==> config.mk <==
export PLATFORM = sky130hd
export DESIGN_NAME = maquina_preparo
export DESIGN_NICKNAME = d
export VERILOG_FILES = /design/src/rtl/maquina_preparo.sv
export SDC_FILE = /design/constraint.sdc
export NUM_CORES = 1
export LEC_CHECK = 0
export CORE_MARGIN = 5
export CORE_UTILIZATION = 50
export CTS_CLUSTER_SIZE = 16
export DETAILED_ROUTE_END_ITERATION = 8
export GPL_TIMING_DRIVEN = 0
export PLACE_DENSITY = 0.78
export SETUP_SLACK_MARGIN = 0.2
export SLEW_MARGIN = 20
export SYNTH_ARGS = -nofsm -noshare
export SYNTH_HDL_FRONTEND = slang
export SYNTH_SLANG_ARGS = --single-unit
==> constraint.sdc <==
create_clock -name CLK -period 3.8 [get_ports CLK]
set_clock_uncertainty 0.1 [all_clocks]
set_input_delay 0.76 -clock CLK [delete_from_list [all_inputs] [get_ports CLK]]
set_output_delay 0.76 -clock CLK [all_outputs]
set_load 0.1 [all_outputs]
==> src/rtl/maquina_preparo.sv <==
// Drink-preparation sequencer: runs a timed per-drink recipe on a rising-edge "chosen" trigger.
// Outputs decode combinationally from the registered state and the latched drink code.
module maquina_preparo #(
  parameter logic [15:0] T_AQUECE  = 16'd500,
  parameter logic [15:0] T_PO      = 16'd200,
  parameter logic [15:0] T_CHA     = 16'd300,
  parameter logic [15:0] T_AGUA    = 16'd400,
  parameter logic [15:0] T_LEITE   = 16'd250,
  parameter logic [15:0] T_ESPUMA  = 16'd150,
  parameter logic [15:0] T_ENTREGA = 16'd100
) (
  input  logic       CLK,
  input  logic       RST_N,
  input  logic [1:0] SAIDA,
  input  logic [3:0] BEBIDA,
  input  logic       COPO,
  output logic       AQUECEDOR,
  output logic       V_PO,
  output logic       V_CHA,
  output logic       V_AGUA,
  output logic       V_LEITE,
  output logic       V_ESPUMA,
  output logic       OCUPADO,
  output logic       PRONTO,
  output logic       ERRO,
  output logic [3:0] FASE
);

  typedef enum logic [3:0] {
    OCIOSO    = 4'd0,
    AQUECE    = 4'd1,
    BASE      = 4'd2,
    AGUA      = 4'd3,
    LEITE     = 4'd4,
    ESPUMA    = 4'd5,
    ENTREGA   = 4'd6,
    CONCLUIDO = 4'd7,
    FALHA     = 4'd8
  } state_t;

  state_t      state, state_nxt;
  logic [15:0] cnt;
  logic [3:0]  drink;
  logic [3:0]  drink_nxt;
  logic [1:0]  saida_prev;
  logic        trig;
  logic        drink_ok;
  logic        in_phase_nxt;

  function automatic state_t next_phase(input state_t s, input logic [3:0] d);
    case (s)
      AQUECE:  next_phase = BASE;
      BASE:    next_phase = AGUA;
      AGUA:    next_phase = (d == 4'd2 || d == 4'd4) ? LEITE : ENTREGA;
      LEITE:   next_phase = (d == 4'd4) ? ESPUMA : ENTREGA;
      ESPUMA:  next_phase = ENTREGA;
      ENTREGA: next_phase = CONCLUIDO;
      default: next_phase = OCIOSO;
    endcase
  endfunction

  function automatic logic [15:0] phase_len(input state_t s, input logic [3:0] d);
    case (s)
      AQUECE:  phase_len = T_AQUECE;
      BASE:    phase_len = (d == 4'd3) ? T_CHA : T_PO;
      AGUA:    phase_len = T_AGUA;
      LEITE:   phase_len = T_LEITE;
      ESPUMA:  phase_len = T_ESPUMA;
      ENTREGA: phase_len = T_ENTREGA;
      default: phase_len = 16'd1;
    endcase
  endfunction

  assign trig     = (SAIDA == 2'b11) && (saida_prev != 2'b11) && (state == OCIOSO);
  assign drink_ok = (BEBIDA >= 4'd1) && (BEBIDA <= 4'd4);
  assign drink_nxt = trig ? BEBIDA : drink;
  assign in_phase_nxt = (state_nxt >= AQUECE) && (state_nxt <= ENTREGA);

  always_ff @(posedge CLK or negedge RST_N) begin
    if (!RST_N) begin
      state <= OCIOSO;
    end else begin
      state <= state_nxt;
    end
  end

  // Cup loss is tested before phase completion so it wins in the same cycle.
  always_comb begin
    state_nxt = state;
    case (state)
      OCIOSO: begin
        if (trig) begin
          state_nxt = (drink_ok && COPO) ? AQUECE : FALHA;
        end
      end
      AQUECE, BASE, AGUA, LEITE, ESPUMA, ENTREGA: begin
        if (!COPO) begin
          state_nxt = FALHA;
        end else if (cnt == 16'd0) begin
          state_nxt = next_phase(state, drink);
        end
      end
      CONCLUIDO, FALHA: begin
        if (!COPO) begin
          state_nxt = OCIOSO;
        end
      end
      default: state_nxt = OCIOSO;
    endcase
  end

  always_ff @(posedge CLK or negedge RST_N) begin
    if (!RST_N) begin
      cnt        <= 16'd0;
      drink      <= 4'd0;
      saida_prev <= 2'b00;
    end else begin
      saida_prev <= SAIDA;
      drink      <= drink_nxt;
      if (state_nxt != state && in_phase_nxt) begin
        cnt <= phase_len(state_nxt, drink_nxt) - 16'd1;
      end else if (cnt != 16'd0) begin
        cnt <= cnt - 16'd1;
      end
    end
  end

  always_comb begin
    AQUECEDOR = 1'b0;
    V_PO      = 1'b0;
    V_CHA     = 1'b0;
    V_AGUA    = 1'b0;
    V_LEITE   = 1'b0;
    V_ESPUMA  = 1'b0;
    OCUPADO   = 1'b0;
    PRONTO    = 1'b0;
    ERRO      = 1'b0;
    FASE      = state;
    case (state)
      AQUECE: begin
        AQUECEDOR = 1'b1;
        OCUPADO   = 1'b1;
      end
      BASE: begin
        V_PO    = (drink != 4'd3);
        V_CHA   = (drink == 4'd3);
        OCUPADO = 1'b1;
      end
      AGUA: begin
        AQUECEDOR = 1'b1;
        V_AGUA    = 1'b1;
        OCUPADO   = 1'b1;
      end
      LEITE: begin
        V_LEITE = 1'b1;
        OCUPADO = 1'b1;
      end
      ESPUMA: begin
        V_ESPUMA = 1'b1;
        OCUPADO  = 1'b1;
      end
      ENTREGA:   OCUPADO = 1'b1;
      CONCLUIDO: PRONTO  = 1'b1;
      FALHA:     ERRO    = 1'b1;
      default:   FASE    = state;
    endcase
  end

endmodule

---- Word level (Yosys, flattened, before mapping) ----
Index checks and enable logic that the tools add are counted.
cells by class
  magnitude comparators ................... 4
  add/sub/neg operators ................... 2
  equal/unequal tests ..................... 22
  reduce and logical (&&, ||, !) cells .... 14
  multiplexer cells ....................... 24
operator list
  operator                                                            number
  case mux 9 bit (6 select lines)                                     1
  2-to-1 mux 16 bit                                                   3
  equality test 4 x 3 -> 1 bit (second input constant)                8
  subtractor 16 x 1 -> 16 bit (second input constant)                 2
  equality test 4 x 2 -> 1 bit (second input constant)                7
  2-to-1 mux 4 bit                                                    6
  case mux 3 bit (6 select lines)                                     1
  zero test 16 bit                                                    1
  nonzero test 16 bit                                                 1
  case mux 4 bit (3 select lines)                                     1
  2-to-1 mux 1 bit                                                    9
  2-to-1 mux 9 bit                                                    1
  equality test 4 x 1 -> 1 bit (second input constant)                2
  greater-or-equal comparator 4 x 1 -> 1 bit (second input constant)  2
  <= comparator 4 x 3 -> 1 bit (second input constant)                2
  logical AND 1 bit                                                   6
  OR reduction 6 bit                                                  1
  equality test 4 bit (second input constant)                         1
  zero test 4 bit                                                     1
  2-to-1 mux 2 bit                                                    2
  != test 4 x 2 -> 1 bit (second input constant)                      1
  != test 4 bit                                                       1
  OR reduction 2 bit                                                  2
  equality test 2 bit (second input constant)                         1
  other kinds (3)                                                     3
storage, ports and cells
  word-level logic and storage cells ...... 70
  output and inout port bits .............. 13
  input bits .............................. 9
  register bits after elaboration ......... 26

---- Longest topological paths before layout ----
  depth in word-level cells ............... 13
  gate-level depth with buffers ........... 17
  mapped depth without buffers ............ 14

---- Least setup slack after synthesis ----
No wires, ideal clock.
  kind .................................... flip-flop to output port
  start point ............................. reg state[1] (netlist: FASE[1])
  end point ............................... out V_CHA
  data required time ...................... 2.940 ns
  slack ................................... -2.089 ns
  arrival time ............................ 5.029 ns
  buffers on the path ..................... 1
  cell stages (with the launch flop) ...... 4
  cell sequence ........................... dfrtp_1 > clkbuf_1 > or4b_2 > nor4b_1
between the ends
  word-level cells in the longest chain between the ends .. 2
ends and longest elaborated chain
  element                       line  RTL
  start, declared               41    state_t state, state_nxt;
  start signal, assigned        83    state <= state_nxt;
  equality test 4 x 2 -> 1 bit  139   case (state)
  2-to-1 mux 1 bit              139
  end, declared                 19    output logic V_CHA,
Every way passes these cells.

---- Final worst setup path ----
  start point ............................. reg cnt[9]
  end point ............................... reg cnt[14]
between the ends
  word-level cells in the longest chain between the ends .. 9
  elaborated cells on any way between the ends .. 23
  those cells by class .................... add/sub (2); order compare (2); eq/ne (7); mux (7); reduce/logical (5)
ends and longest elaborated chain
  element                                               line  RTL
  start, declared                                       42    logic [15:0] cnt;
  start signal, assigned                                121   cnt <= phase_len(state_nxt, drink_nxt) - 16'd1;
  start signal, assigned                                123   cnt <= cnt - 16'd1;
  zero test 16 bit                                      99    end else if (cnt == 16'd0) begin
  2-to-1 mux 4 bit                                      99
  2-to-1 mux 4 bit                                      97    if (!COPO) begin
  case mux 4 bit (3 select lines)                       90    case (state)
  equality test 4 x 3 -> 1 bit (tied with other cells)  63    case (s)
  case mux 9 bit (6 select lines)                       63
  2-to-1 mux 16 bit                                     120   if (state_nxt != state && in_phase_nxt) begin
  subtractor 16 x 1 -> 16 bit                           121
  2-to-1 mux 16 bit                                     120
Several ways; a longest one is shown, not always the timed one. The select of a mux whose other input is x is not followed.
A chain may end at the register's enable or synchronous reset.

==> flow_summary.json <==
{
  "critical_path_peak_fanout": 5,
  "first_global_vias": 1635,
  "synth_compound_gate_area_share": 0.149,
  "clkSinkCount": 26,
  "number_of_standard_cell_rows_in_the_floorplan": 21,
  "timing.critical_path.from_type": "register",
  "clk_pin_slew_ns": 0.15,
  "postRouteAntennaNets": 0,
  "final.fill_count": 262,
  "max_slew.worst_pin.slew_ns": 0.979,
  "cellPowerDensity_nw_per_um2": 531,
  "postLayoutCellArea_um2": 2300,
  "multiInputGateArea_um2": 1160,
  "cts_inserted_buffers": 3,
  "p_int_mw": 0.733,
  "synth_mux_area_frac": 0.0620,
  "leakage_nw": 1.00,
  "core-area_um2": 3340,
  "path_buf_inv": 3,
  "final_hold_viol_count": 0,
  "outcome": "finished, violations left",
  "route.detailed.wl_per_inst_um": 16.6,
  "max_clock_freq_mhz": 256,
  "synth_simple_gate_area_share": 0.290,
  "avgViaCountPerCell": 5.99,
  "cell_area_after_synthesis_um2": 1720,
  "worst_setup_margin_ns": -0.113,
  "synthArstFlopShare": 1.00,
  "synth_top_family_by_area": "simple AND/OR/NAND/NOR gates",
  "pin_count": 22,
  "fp.dieH_um": 68.6,
  "vdd.ir_drop.worst_v": 0.000298,
  "synth-seq-area-share": 0.379,
  "post_synth.cell_area_avg_um2": 8.80,
  "p_sw_mw": 0.488,
  "remaining_drc_errors": 0,
  "ys_ff_latch": 26,
  "final.period_utilization": 1.03,
  "critPathTopFamily": "simple AND/OR/NAND/NOR gates",
  "timing.critical_path.slowest_cell_delay_ns": 0.54,
  "yosys.area_share.xor_xnor": 0.0714,
  "critical-path-slowest-cell": "sky130_fd_sc_hd__or4_4",
  "synth_cell_types": 46,
  "mappedNetlistNets": 205,
  "worst-path-stages": 16,
  "initial_antenna_violation_count": 0,
  "ff_latch_area_um2": 658,
  "htreeDepth": 1,
  "cp_data_required_time_ns": 3.98,
  "failed_checks": "negative setup slack",
  "detail_route.iter0.violations": 108,
  "rr_worst_depth": 16,
  "number_of_enable_flip_flop_cells_after_synthesis": 0,
  "syn-instance-count": 195,
  "routed-via-count": 1670,
  "wire_length_of_the_first_global_routing_pass_um": 7780,
  "place_ws_ns": -0.636,
  "post_cts_hold_buffer_count": 0,
  "num_antenna_cells": 0,
  "critPathKind": "reg -> reg",
  "worstPathCellList": "or4_4 -> or4_4 -> buf_6 -> o311a_4 -> a211oi_4 -> buf_4 -> o211ai_4 -> buf_6 -> mux2i_1 -> ha_2 -> nand2_4 -> nor4_4 -> nand2_2 -> nor3_2 -> xor2_1 -> and2_1",
  "drv.max_cap_violation_count": 0,
  "global_route.overflow_total": 0,
  "gp_routability_congestion": 0.931,
  "report.final.slew_viol_count": 0,
  "drive_above_1_share": 0.279,
  "flip_flop_cell_with_the_highest_count_after_synthesis": "sky130_fd_sc_hd__dfrtp_1",
  "cts-root-to-sink-buffers": 2,
  "dpl_cell_area_um2": 2100,
  "synth_fa_ha_area_frac": 0.0131,
  "start_util": 0.514,
  "max_slew_margin_vs_limit": 0.345,
  "worst_hold_path_type": "in -> async",
  "insertion_delay_ns": 0.34,
  "p_sw_frac": 0.400,
  "placement.io_buffers": 21,
  "endpoint_kind": "register",
  "setup_violations": 3,
  "combinationalPowerShare": 0.451,
  "cts_tree": "built",
  "wl_um": 4650,
  "nets": 244,
  "timing.final.crit_period_ns": 3.91,
  "dp_hpwl_um": 3180,
  "die_x_um": 68.6,
  "global_route.usage.total": 0.221,
  "grt_setup_unrepaired": "yes",
  "area_growth_pct": 34.0,
  "hold-worst-slack_ns": 0.303,
  "clock-root-buffer": "sky130_fd_sc_hd__clkbuf_4",
  "critical_path_arrival_ns": 4.10,
  "part_of_the_power_in_registers": 0.388,
  "pin_count_of_the_biggest_net_entering_global_routing": 27,
  "yosysWarningCount": 0,
  "floorplan.die_area_um2": 4710,
  "report.power.total_mw": 1.22,
  "first_pass_iters": 4,
  "pwr-share-clk": 0.161
}
[synth_stat cells, types with 2 or more instances]
| master | n | share of area |
|---|---|---|
| sky130_fd_sc_hd__dfrtp_1 | 26 | 0.38 |
| sky130_fd_sc_hd__nand2_1 | 18 | 0.039 |
| sky130_fd_sc_hd__nor2_1 | 16 | 0.035 |
| sky130_fd_sc_hd__nor3_1 | 13 | 0.038 |
| sky130_fd_sc_hd__o21ai_0 | 11 | 0.032 |
| sky130_fd_sc_hd__xor2_1 | 10 | 0.051 |
| sky130_fd_sc_hd__a21oi_1 | 9 | 0.026 |
| sky130_fd_sc_hd__and2_1 | 8 | 0.029 |
| sky130_fd_sc_hd__nand3_1 | 7 | 0.020 |
| sky130_fd_sc_hd__inv_1 | 6 | 0.013 |
| sky130_fd_sc_hd__nor4_1 | 6 | 0.022 |
| sky130_fd_sc_hd__mux2i_1 | 5 | 0.029 |
| sky130_fd_sc_hd__nand2b_1 | 5 | 0.018 |
| sky130_fd_sc_hd__clkbuf_1 | 4 | 0.0087 |
| sky130_fd_sc_hd__mux2_2 | 4 | 0.026 |
| sky130_fd_sc_hd__xnor2_1 | 4 | 0.020 |
| sky130_fd_sc_hd__buf_2 | 3 | 0.0087 |
| sky130_fd_sc_hd__nor3b_1 | 3 | 0.013 |
| sky130_fd_sc_hd__nor4b_1 | 3 | 0.015 |
| sky130_fd_sc_hd__a211oi_1 | 2 | 0.0087 |
| sky130_fd_sc_hd__a31oi_1 | 2 | 0.0073 |
| sky130_fd_sc_hd__and3_1 | 2 | 0.0073 |
| sky130_fd_sc_hd__nor2b_1 | 2 | 0.0073 |
| sky130_fd_sc_hd__o21ai_1 | 2 | 0.0058 |
| sky130_fd_sc_hd__or4_1 | 2 | 0.0087 |
| sky130_fd_sc_hd__or4b_2 | 2 | 0.012 |
[worst reg2reg max path: cells and delay by family (launching register included)]
family | cells | cell delay, ns
muxes | 1 | 0.15
adders and majority gates | 1 | 0.23
xor gates and xnor gates | 1 | 0.17
and+or+nand+nor | 7 | 1.63
AOI/OAI and AO/OA | 3 | 0.67
buffers and inverters | 3 | 0.46
DFF | 1 | 0.43
[flip-flops by register name (all words and copies together), names as in the netlist]
signal / count
saida_prev: 2
cnt: 16
FASE: 4
drink: 4
[path summary, 6_finish.rpt]
check / start / slack (ns) / end
min: RST_N / 0.30 / cnt[8]$_DFFE_PN0P_
max: cnt[9]$_DFFE_PN0P_ / -0.11 / cnt[14]$_DFFE_PN0P_
min reg2reg: cnt[15]$_DFFE_PN0P_ / 0.44 / cnt[15]$_DFFE_PN0P_
max reg2reg: cnt[9]$_DFFE_PN0P_ / -0.11 / cnt[14]$_DFFE_PN0P_
max in group asynchronous: RST_N / 2.88 / FASE[0]$_DFF_PN0_
min in group CLK: cnt[15]$_DFFE_PN0P_ / 0.44 / cnt[15]$_DFFE_PN0P_
[through the flow]
step / utilization / instances / setup TNS, ns
2_1_floorplan: - / 195 / -0.407
4_1_cts: 0.684 / 278 / -0.257
5_1_grt: 0.690 / 279 / -1.03
3_5_place_dp: 0.630 / 262 / -2.61
6_report: 0.690 / 279 / -0.226
3_3_place_gp: 0.631 / 262 / -1.95
[area by class of cell]
| type | count | share of cell area |
|---|---|---|
| multi-input combinational | 155 | 0.503 |
| sequential | 26 | 0.286 |
| timing repair buffer | 34 | 0.130 |
| tap | 46 | 0.0250 |
| buffer | 8 | 0.0234 |
| clock inverter | 1 | 0.0131 |
| clock buffer | 3 | 0.00979 |
| inverter | 6 | 0.00979 |
[power groups by stage]
stage	clock network, mW	registers, mW	logic, mW
finish	0.197	0.473	0.551
global route	0.207	0.486	0.599
CTS	0.197	0.462	0.536
detailed placement	0	0.459	0.444
global placement	0	0.448	0.425
floorplan	0	0.451	0.347
[repair_timing]
item	4_1_cts	5_1_grt
pin swaps	7	6
resized for setup	17	6
setup buffers	11	1
cloned	1	0
setup endpoints to repair	10	8
[cell usage in the layout (no fill, tap or decap), types with 2 or more instances in the layout]
master / count
sky130_fd_sc_hd__a211oi_1: 2
sky130_fd_sc_hd__a21oi_1: 7
sky130_fd_sc_hd__a21oi_2: 2
sky130_fd_sc_hd__a31oi_1: 2
sky130_fd_sc_hd__and2_1: 8
sky130_fd_sc_hd__and3_1: 2
sky130_fd_sc_hd__buf_2: 4
sky130_fd_sc_hd__buf_4: 11
sky130_fd_sc_hd__buf_6: 4
sky130_fd_sc_hd__clkbuf_1: 4
sky130_fd_sc_hd__clkbuf_4: 3
sky130_fd_sc_hd__clkdlybuf4s50_1: 17
sky130_fd_sc_hd__dfrtp_1: 20
sky130_fd_sc_hd__dfrtp_2: 6
sky130_fd_sc_hd__inv_1: 6
sky130_fd_sc_hd__mux2_2: 4
sky130_fd_sc_hd__mux2i_1: 5
sky130_fd_sc_hd__nand2_1: 16
sky130_fd_sc_hd__nand2b_1: 5
sky130_fd_sc_hd__nand3_1: 7
sky130_fd_sc_hd__nor2_1: 12
sky130_fd_sc_hd__nor2_2: 3
sky130_fd_sc_hd__nor2b_1: 2
sky130_fd_sc_hd__nor3_1: 7
sky130_fd_sc_hd__nor3_2: 5
sky130_fd_sc_hd__nor3b_2: 2
sky130_fd_sc_hd__nor4_1: 3
sky130_fd_sc_hd__nor4_4: 2
sky130_fd_sc_hd__nor4b_1: 2
sky130_fd_sc_hd__o21ai_0: 9
sky130_fd_sc_hd__o21ai_1: 3
sky130_fd_sc_hd__or4_4: 2
sky130_fd_sc_hd__or4b_2: 2
sky130_fd_sc_hd__xnor2_1: 4
sky130_fd_sc_hd__xor2_1: 10
[cells by family (layout without fill, tap and decap cells)]
kind of cell,Yosys count,count (layout)
and+or+nand+nor,92,92
muxes,10,10
buffers and inverters,14,52
AOI/OAI and AO/OA,37,37
xor gates and xnor gates,14,14
DFF,26,26
adders and majority gates,2,2
[layer usage]
layer | vias to the layer above | GRT usage | wire length [um]
met5 | - | 0 | 0
met2 | 69 | 0.375 | 2240
met1 | 814 | 0.286 | 2040
met3 | 11 | 0.0292 | 279
li1 | 776 | - | -
met4 | 0 | 0.0769 | 89
(Power assumes the default switching activity.)
